==> src/rtl/game_state_ctrl.sv <==
// game_state_ctrl: round/score controller for the tank game.
// Synchronises the frame strobe and the death/base flags, runs the
// IDLE/PLAY/RESPAWN/OVER game FSM, keeps lives and a two-digit BCD score,
// and issues one-cycle respawn pulses to the tank blocks.
// Optional feature macro: GSC_BONUS_LIFE_EN (one bonus life every 10th kill,
// capped at MAX_LIVES). The default build has no bonus lives.
module game_state_ctrl #(
  parameter logic [7:0] START_CODE    = 8'h29,
  parameter int         LIVES_INIT    = 3,
  parameter int         MAX_LIVES     = 7,
  parameter int         P_RESPAWN_FR  = 60,
  parameter int         AI_RESPAWN_FR = 90
) (
  input  logic       Clk,
  input  logic       Reset_n,
  input  logic       frame_clk,
  input  logic [7:0] keycode,
  input  logic       tank_death,
  input  logic       ai_death,
  input  logic       base_hit,
  output logic [1:0] state,
  output logic       play_en,
  output logic       p_respawn,
  output logic       ai_respawn,
  output logic [2:0] lives,
  output logic [7:0] score,
  output logic       game_over
);

  localparam logic [1:0] S_IDLE = 2'b00;
  localparam logic [1:0] S_PLAY = 2'b01;
  localparam logic [1:0] S_RESP = 2'b10;
  localparam logic [1:0] S_OVER = 2'b11;

  // Starting lives never exceed the ceiling, even with a mis-set parameter.
  localparam logic [2:0] LIVES_START = (LIVES_INIT > MAX_LIVES) ? 3'(MAX_LIVES) : 3'(LIVES_INIT);
  localparam logic [6:0] P_LOAD      = 7'(P_RESPAWN_FR);
  localparam logic [6:0] AI_LOAD     = 7'(AI_RESPAWN_FR);
`ifdef GSC_BONUS_LIFE_EN
  localparam logic [2:0] LIVES_CAP   = 3'(MAX_LIVES);
`endif

  // Saturating two-digit BCD increment.
  function automatic logic [7:0] bcd_inc(input logic [7:0] s);
    if (s == 8'h99)        return s;
    if (s[3:0] == 4'd9)    return {s[7:4] + 4'd1, 4'd0};
    return {s[7:4], s[3:0] + 4'd1};
  endfunction

  logic [1:0] rst_sync_q;
  logic       rst_n;

  // Reset synchroniser: asserts asynchronously, releases on a clock edge.
  always_ff @(posedge Clk or negedge Reset_n) begin
    if (!Reset_n) rst_sync_q <= 2'b00;
    else          rst_sync_q <= {rst_sync_q[0], 1'b1};
  end
  assign rst_n = rst_sync_q[1];

  // Bit order: {frame_clk, tank_death, ai_death, base_hit}.
  logic [3:0] raw_in;
  logic [3:0] sync1_q, sync2_q, sync3_q, edge_q;
  logic       key_match_q, key_prev_q;
  logic       frame_tick, tank_ev, ai_ev, base_ev, start_ev;

  assign raw_in = {frame_clk, tank_death, ai_death, base_hit};

  // Two-FF synchronisers plus registered rising-edge detect (3 Clk latency).
  always_ff @(posedge Clk or negedge rst_n) begin
    // NOTE: non-blocking assignments let every stage sample the previous
    // stage's old value; blocking ones would collapse the pipeline.
    if (!rst_n) begin
      sync1_q     <= '0;
      sync2_q     <= '0;
      sync3_q     <= '0;
      edge_q      <= '0;
      key_match_q <= 1'b0;
      key_prev_q  <= 1'b0;
    end else begin
      sync1_q     <= raw_in;
      sync2_q     <= sync1_q;
      sync3_q     <= sync2_q;
      edge_q      <= sync2_q & ~sync3_q;
      key_match_q <= (keycode == START_CODE);
      key_prev_q  <= key_match_q;
    end
  end

  assign {frame_tick, tank_ev, ai_ev, base_ev} = edge_q;
  assign start_ev = key_match_q & ~key_prev_q;

  logic [1:0] state_q, state_d;
  logic [2:0] lives_q, lives_d;
  logic [7:0] score_q, score_d;
  logic [6:0] p_cnt_q, p_cnt_d;
  logic [6:0] ai_cnt_q, ai_cnt_d;
  logic       p_pulse_d, ai_pulse_d;
  logic       play_en_q, game_over_q, p_resp_q, ai_resp_q;

  // Next-state logic for the game FSM, counters, lives and score.
  always_comb begin
    // NOTE: every variable gets a default first so no path leaves one
    // unassigned, which would otherwise infer a latch.
    state_d    = state_q;
    lives_d    = lives_q;
    score_d    = score_q;
    p_cnt_d    = p_cnt_q;
    ai_cnt_d   = ai_cnt_q;
    p_pulse_d  = 1'b0;
    ai_pulse_d = 1'b0;

    case (state_q)
      S_IDLE: begin
        ai_cnt_d = '0;
        p_cnt_d  = '0;
        if (start_ev) begin
          state_d    = S_PLAY;
          lives_d    = LIVES_START;
          score_d    = '0;
          p_pulse_d  = 1'b1;
          ai_pulse_d = 1'b1;
        end
      end

      S_PLAY, S_RESP: begin
        // AI respawn timer runs in both in-game states.
        if (frame_tick && ai_cnt_q != '0) begin
          ai_cnt_d   = ai_cnt_q - 7'd1;
          ai_pulse_d = (ai_cnt_q == 7'd1);
        end
        // A kill only counts while the AI is alive (timer idle).
        if (ai_ev && ai_cnt_q == '0) begin
          score_d  = bcd_inc(score_q);
          ai_cnt_d = AI_LOAD;
`ifdef GSC_BONUS_LIFE_EN
          if (score_d != score_q && score_d[3:0] == 4'd0 && lives_q < LIVES_CAP)
            lives_d = lives_q + 3'd1;
`endif
        end

        if (base_ev) begin
          state_d = S_OVER;
        end else if (state_q == S_PLAY) begin
          // Tank death acts on lives after any same-cycle bonus.
          if (tank_ev) begin
            if (lives_d == 3'd1) begin
              lives_d = 3'd0;
              state_d = S_OVER;
            end else begin
              lives_d = lives_d - 3'd1;
              p_cnt_d = P_LOAD;
              state_d = S_RESP;
            end
          end
        end else if (frame_tick && p_cnt_q != '0) begin
          p_cnt_d = p_cnt_q - 7'd1;
          if (p_cnt_q == 7'd1) begin
            p_pulse_d = 1'b1;
            state_d   = S_PLAY;
          end
        end
      end

      default: begin  // S_OVER: everything frozen until a restart key
        ai_cnt_d = '0;
        p_cnt_d  = '0;
        if (start_ev) begin
          state_d = S_IDLE;
          lives_d = '0;
          score_d = '0;
        end
      end
    endcase
  end

  // State, counters and registered outputs.
  always_ff @(posedge Clk or negedge rst_n) begin
    if (!rst_n) begin
      state_q     <= S_IDLE;
      lives_q     <= '0;
      score_q     <= '0;
      p_cnt_q     <= '0;
      ai_cnt_q    <= '0;
      play_en_q   <= 1'b0;
      game_over_q <= 1'b0;
      p_resp_q    <= 1'b0;
      ai_resp_q   <= 1'b0;
    end else begin
      state_q     <= state_d;
      lives_q     <= lives_d;
      score_q     <= score_d;
      p_cnt_q     <= p_cnt_d;
      ai_cnt_q    <= ai_cnt_d;
      play_en_q   <= (state_d == S_PLAY);
      game_over_q <= (state_d == S_OVER);
      p_resp_q    <= p_pulse_d;
      ai_resp_q   <= ai_pulse_d;
    end
  end

  assign state      = state_q;
  assign play_en    = play_en_q;
  assign game_over  = game_over_q;
  assign p_respawn  = p_resp_q;
  assign ai_respawn = ai_resp_q;
  assign lives      = lives_q;
  assign score      = score_q;

endmodule

==> config.mk <==
export PLATFORM = sky130hd
export DESIGN_NAME = game_state_ctrl
export DESIGN_NICKNAME = d
export VERILOG_FILES = /design/src/rtl/game_state_ctrl.sv
export SDC_FILE = /design/constraint.sdc
export NUM_CORES = 1
export LEC_CHECK = 0
export ABC_AREA = 1
export BUFFER_PORTS_ARGS = -buffer_cell sky130_fd_sc_hd__buf_2
export CORE_MARGIN = 2
export CORE_UTILIZATION = 40
export CTS_CLUSTER_DIAMETER = 150
export DETAILED_ROUTE_END_ITERATION = 7
export HOLD_SLACK_MARGIN = 0.15
export SYNTH_ARGS = -nofsm -noshare
export SYNTH_HDL_FRONTEND = slang
export SYNTH_SLANG_ARGS = --single-unit
==> constraint.sdc <==
create_clock -name Clk -period 1.5 [get_ports Clk]
set_clock_uncertainty 0.05 [all_clocks]
set_input_delay 0 -clock Clk [delete_from_list [all_inputs] [get_ports Clk]]
set_output_delay 0 -clock Clk [all_outputs]
set_load 0.01 [all_outputs]
# Yosys cells after proc, flatten, opt, wreduce, memory -nomap -nowiden
# Index checks and enable logic that the tools add are counted.
[op_classes]
mux = 47
n_addsub = 5
bitwise = 4
n_reduce_logical = 13
eq_ne = 20
[op_table]
columns = ["operator", "n"]
rows = [
  ["$mux W7", 9],
  ["$mux W8", 7],
  ["$mux W3", 6],
  ["$ne A3 B3 Y1 const B", 5],
  ["$eq A7 B1 Y1 const B", 2],
  ["$mux W1", 14],
  ["$mux W2", 7],
  ["$reduce_bool A7 Y1", 2],
  ["$sub A7 B1 Y7 const B", 2],
  ["$ne A2 B2 Y1 const B", 5],
  ["$add A4 B1 Y4 const B", 2],
  ["$eq A8 B6 Y1 const B", 1],
  ["$eq A8 B8 Y1 const B", 1],
  ["$logic_not A7 Y1", 1],
  ["$pmux W3 S2", 1],
  ["$reduce_and A5 Y1", 1],
  ["$and A4 B4 Y4", 1],
  ["$eq A2 B1 Y1 const B", 2],
  ["$eq A2 B2 Y1 const B", 2],
  ["$eq A4 B4 Y1 const B", 1],
  ["$not A4 Y4", 1],
  ["$pmux W1 S2", 2],
  ["$pmux W2 S2", 1],
  ["$reduce_and A4 Y1", 1],
  ["10 further kinds", 12],
]
[word_totals]
elab_cells = 106
reg_bits = 51
input_bits = 14

# Longest topological paths before layout
[logic_depth]
depth_word = 11
depth_mapped = 12
depth_no_buf = 12

# Worst setup path before layout
# Ideal clock, no wire load.
[synth_timing]
kind = "register to register"
from = "register state_q[0], in the netlist state[0]"
to = "register p_cnt_q[5]"
stages_incl_launch_ff = 11
n_path_buf = 2
synth_period_minus_slack_ps = 1747
arrival_ps = 1568
setup_slack_ps = -247
path_cell_list = "dfrtp_1 inv_1 ha_1 buf_6 nand2_1 inv_1 a21oi_1 o21ai_2 buf_6 nand2_1 o21ai_0"
[synth_between]
elab_chain_cells = 4
elab_cells_between_ends = 11
classes_between = "6 x eq/ne; 3 x mux; 2 x reduce/logical"
[synth_lines]
columns = ["item", "line", "source"]
rows = [
  ["from (decl)", "92", "logic [1:0] state_q, state_d;"],
  ["from (signal assigned)", "189", "state_q <= state_d;"],
  ["$eq A2 B1 Y1 or $eq A2 B2 Y1 (tied branches)", "112, 143", ""],
  ["$reduce_or A2 Y1 or $mux W7 (tied branches)", "112, 143", ""],
  ["$ne A3 B3 Y1 (no line), or another cell as far along", "n/a", ""],
  ["$reduce_and A4 Y1 (no line) or $mux W7 (tied branches)", "n/a", ""],
  ["to (signal assigned)", "192", "p_cnt_q <= p_cnt_d;"],
  ["to (decl)", "95", "logic [6:0] p_cnt_q, p_cnt_d;"],
]
# Several ways; a longest one is shown, not always the timed one. The select of a mux whose other input is x is not followed.
# A chain may end at the register's enable or synchronous reset.

# Final worst setup path
[layout_timing]
from = "register state_q[0], in the netlist state[0]"
to = "register p_cnt_q[1]"
# The elaborated chain is that of the path after synthesis.

==> run_results.csv <==
group,metric,value,unit
yosys,yosysWarnings,0,
placed_design,placedInstanceArea,3260,sq um
cts,tritoncts_clock_tree,"built",
grt,grt_overflow,0,
yosys,yosys.area.top_type_share,49.3,%
yosys,synthTopCellsByCount,"59 x sky130_fd_sc_hd__nand2_1, 51 x sky130_fd_sc_hd__dfrtp_1, 40 x sky130_fd_sc_hd__inv_1",
critical_path,r2r_setup_slack,-0.11,ns
route,routed_wire_length_per_instance,12.2,um
finish,stdcell_area,3790,sq um
finish,n_antenna_cell,0,
route,drt-initial-drc-count,92,
yosys,postSynthNetCount,324,
cts,clockRootBuffer,"sky130_fd_sc_hd__clkbuf_8",
critical_path,reg2reg_from,"state[0]",
critical_path,crit_fanout,6,
finish,num-fill-cells,549,
placed_design,gp_congestion,0.917,
grt,grt_start_max_net_pins,29,
cts,cts.sinks,51,
route,firstDrtPassIters,4,
route,vias,2290,
yosys,synth_top_cell_by_area,"sky130_fd_sc_hd__dfrtp_1",
yosys,post-synth-top-count-cell,"sky130_fd_sc_hd__nand2_1",
sta,report.final.setup_viol,20,
route,ant_nets,0,
critical_path,worstPathArrival,1.80,ns
floorplan,die_w,84.4,um
yosys,synth_flop_cell,"sky130_fd_sc_hd__dfrtp_1",
sta,finalHoldViolations,0,
critical_path,timing.critical_path.slowest_stage_cell,"sky130_fd_sc_hd__dfrtp_2",
critical_path,r2r-end,"p_cnt_q[1]",
critical_path,timing.critical_path.from_type,"flip-flop",
yosys,synth_async_sr_flop_share,100,%
critical_path,setup.worst_path.end_class,"flip-flop",
cts,clock_insertion_delay_worst_skew,0.31,ns
grt,initial_antenna_violation_count,0,
yosys,synth_sequential_area_ratio,49.3,%
flow_run,maxCapViolCount,0,
yosys,synthTopCellsByArea,"sky130_fd_sc_hd__dfrtp_1 49%, sky130_fd_sc_hd__nand2_1 8.6%, sky130_fd_sc_hd__ha_1 7.3%, sky130_fd_sc_hd__inv_1 5.8%, sky130_fd_sc_hd__nand3_1 4.1%",
sta,setup_repair_after_global_routing_missed_its_margin,"yes",
cts,clkTransAtPathRegs,0.09,ns
floorplan,start_util,41.0,%
critical_path,worstPathCellList,"inv_2 -> ha_4 -> inv_6 -> nor2_4 -> inv_2 -> o21ai_4 -> buf_6 -> nand2_2 -> o21ai_1",
placed_design,dp_cells,453,
finish,drive_gt1_share,44.9,%
pwr,total_power,8.64,mW
run_status,violated_checks,"negative setup slack",
yosys,ys_ff_latch,51,
critical_path,path_class,"flip-flop to flip-flop",
route,wirelength,5850,um
route,route.detailed.vias_per_inst,4.79,
finish,flow.area_growth_from_synthesis,46.5,%
critical_path,worst_path_largest_cell_delay,0.43,ns
cts,cts_max_level,2,
critical_path,crit_path_start,"state[0]",
floorplan,ios,31,
critical_path,worst_r2r_path_depth,9,
floorplan,core_area,6310,sq um
hold_path,min_delay_path_class,"flip-flop to asynchronous set/reset pin",
critical_path,worstSetupEndpoint,"p_cnt_q[1]",
finish,fin_nets,429,
sta,timing_max_transition_violations_final,0,
placed_design,numPortBuffers,30,
sta,final_total_negative_setup_slack,-1.68,ns
sta,post-route-worst-setup-slack,-0.114,ns
floorplan,chipHeight,84.4,um
floorplan,fp-row-count,29,
yosys,synth_enable_flop_cells,0,
cts,cts.path.max_buffers,2,
grt,vias_in_the_first_global_route,2279,
critical_path,critPathMostFrequentCell,"sky130_fd_sc_hd__inv_2",
placed_design,detailedPlacementHpwl,4030,um
yosys,synth.avg_cell_area,8.77,sq um
yosys,synthesis.instances,295,
pwr,max-vdd-ir-drop,0.00115,V
finish,final_instance_count_excl_fillers,478,
route,drc,0,
grt,grt_first_pass_wirelength,9760,um
sta,achievable-frequency,620,MHz
pwr,pwr_density,2280,nW/um^2
floorplan,die_area,7130,sq um
sta,layout_worst_path_cycle_share,108,%
grt,grt_util_all_layers,16.8,%
sta,layout_min_cycle_time,1.61,ns
cts,cts_inserted_buffers,5,
yosys,mappedNetlistArea,2590,sq um
critical_path,required,1.68,ns
finish,core_util_final,60.0,%
yosys,synth.lib_cells_used.distinct,34,
pwr,leakage,1.87,nW
run_status,status,"finished, violations left",
[worst max-delay path, delay by kind of cell (launching register included)]
family / cells / cell delay (ns)
flops: 1 / 0.43
buf+inv: 4 / 0.34
compound gates: 2 / 0.27
fa+ha+maj: 1 / 0.33
simple gates: 2 / 0.13
[logic make-up after synthesis]
logic type	count (synthesis)	share of synthesized area, %
compound gates	40	9.43
fa+ha+maj	15	7.25
simple gates	132	23.5
flops	51	49.3
buf+inv	48	7.69
xor+xnor	8	2.71
other cells	1	0.145
[report_power, final]
group	switching, mW	internal, mW	leakage (nW)
Sequential	0.209	1.69	0.650
Combinational	3.15	2.78	1.18
Clock	0.467	0.336	0.0454
[layout make-up]
| type | instances | area, sq um | share of cell area, % |
|---|---|---|---|
| Clock inverter | 2 | 17.5 | 0.462 |
| Sequential cell | 51 | 1280 | 33.8 |
| Tap cell | 77 | 96.3 | 2.54 |
| Timing Repair Buffer | 102 | 746 | 19.7 |
| Inverter | 44 | 183 | 4.82 |
| Clock buffer | 6 | 72.6 | 1.91 |
| Multi-Input combinational cell | 196 | 1400 | 36.8 |
[what timing repair did]
item / CTS / global route
pin swaps: 14 / 11
hold buffers: 8 / 0
endpoints found under the hold margin: 7 / 0
endpoints found under the setup margin: 29 / 31
buffers inserted: 6 / 4
resized for setup: 37 / 43
[layer usage]
layer	global-route usage, %	wire length, um	vias to the layer above	part of all wire (%)
li1	-	-	1154	-
met1	20.6	2520	1075	43
met2	29.4	3010	52	51
met3	3.44	241	9	4.1
met4	5.92	74	0	1.3
met5	0	0	-	0
[per-stage QoR]
step	setup WS [ns]	hold WS, ns
5_1_grt	-0.193	0.253
2_1_floorplan	-0.0994	-0.346
3_3_place_gp	-0.0954	-0.264
3_5_place_dp	-0.113	-0.263
4_1_cts	-0.0712	0.214
6_report	-0.114	0.196
[state kept, by name, summed over array words and instances, names as in the netlist, 2 cells and up]
name / flops
sync2_q: 4
score: 8
lives: 3
sync3_q: 4
ai_cnt_q: 7
edge_q: 4
rst_sync_q: 2
p_cnt_q: 7
state: 2
sync1_q: 4
[cells in the final DEF (no fill, tap or decap), drive strengths merged]
cell type	count
a211oi	1
o22ai	1
inv	44
nor2	33
o21ai	26
or2	2
clkbuf	6
dfrtp	51
nand3	23
dlygate4sd3	8
buf	94
nor3	4
o32ai	1
ha	15
xor2	8
o31ai	2
nand2	64
conb	1
o211ai	3
clkinv	2
nand4	5
nor4	1
a21oi	6
[how the worst min path moves through the flow]
stage | end | from | cells after the start | slack (ns)
finish | edge_q[1] | rst_sync_q[1] | 1 | 0.20
detailed placement | rst_sync_q[0] | Reset_n | 1 | -0.26
global route | edge_q[1] | rst_sync_q[1] | 1 | 0.25
global placement | rst_sync_q[0] | Reset_n | 1 | -0.26
floorplan | rst_sync_q[0] | Reset_n | 0 | -0.35
CTS | sync2_q[1] | rst_sync_q[1] | 1 | 0.21
Power figures use the tool's default switching activity.
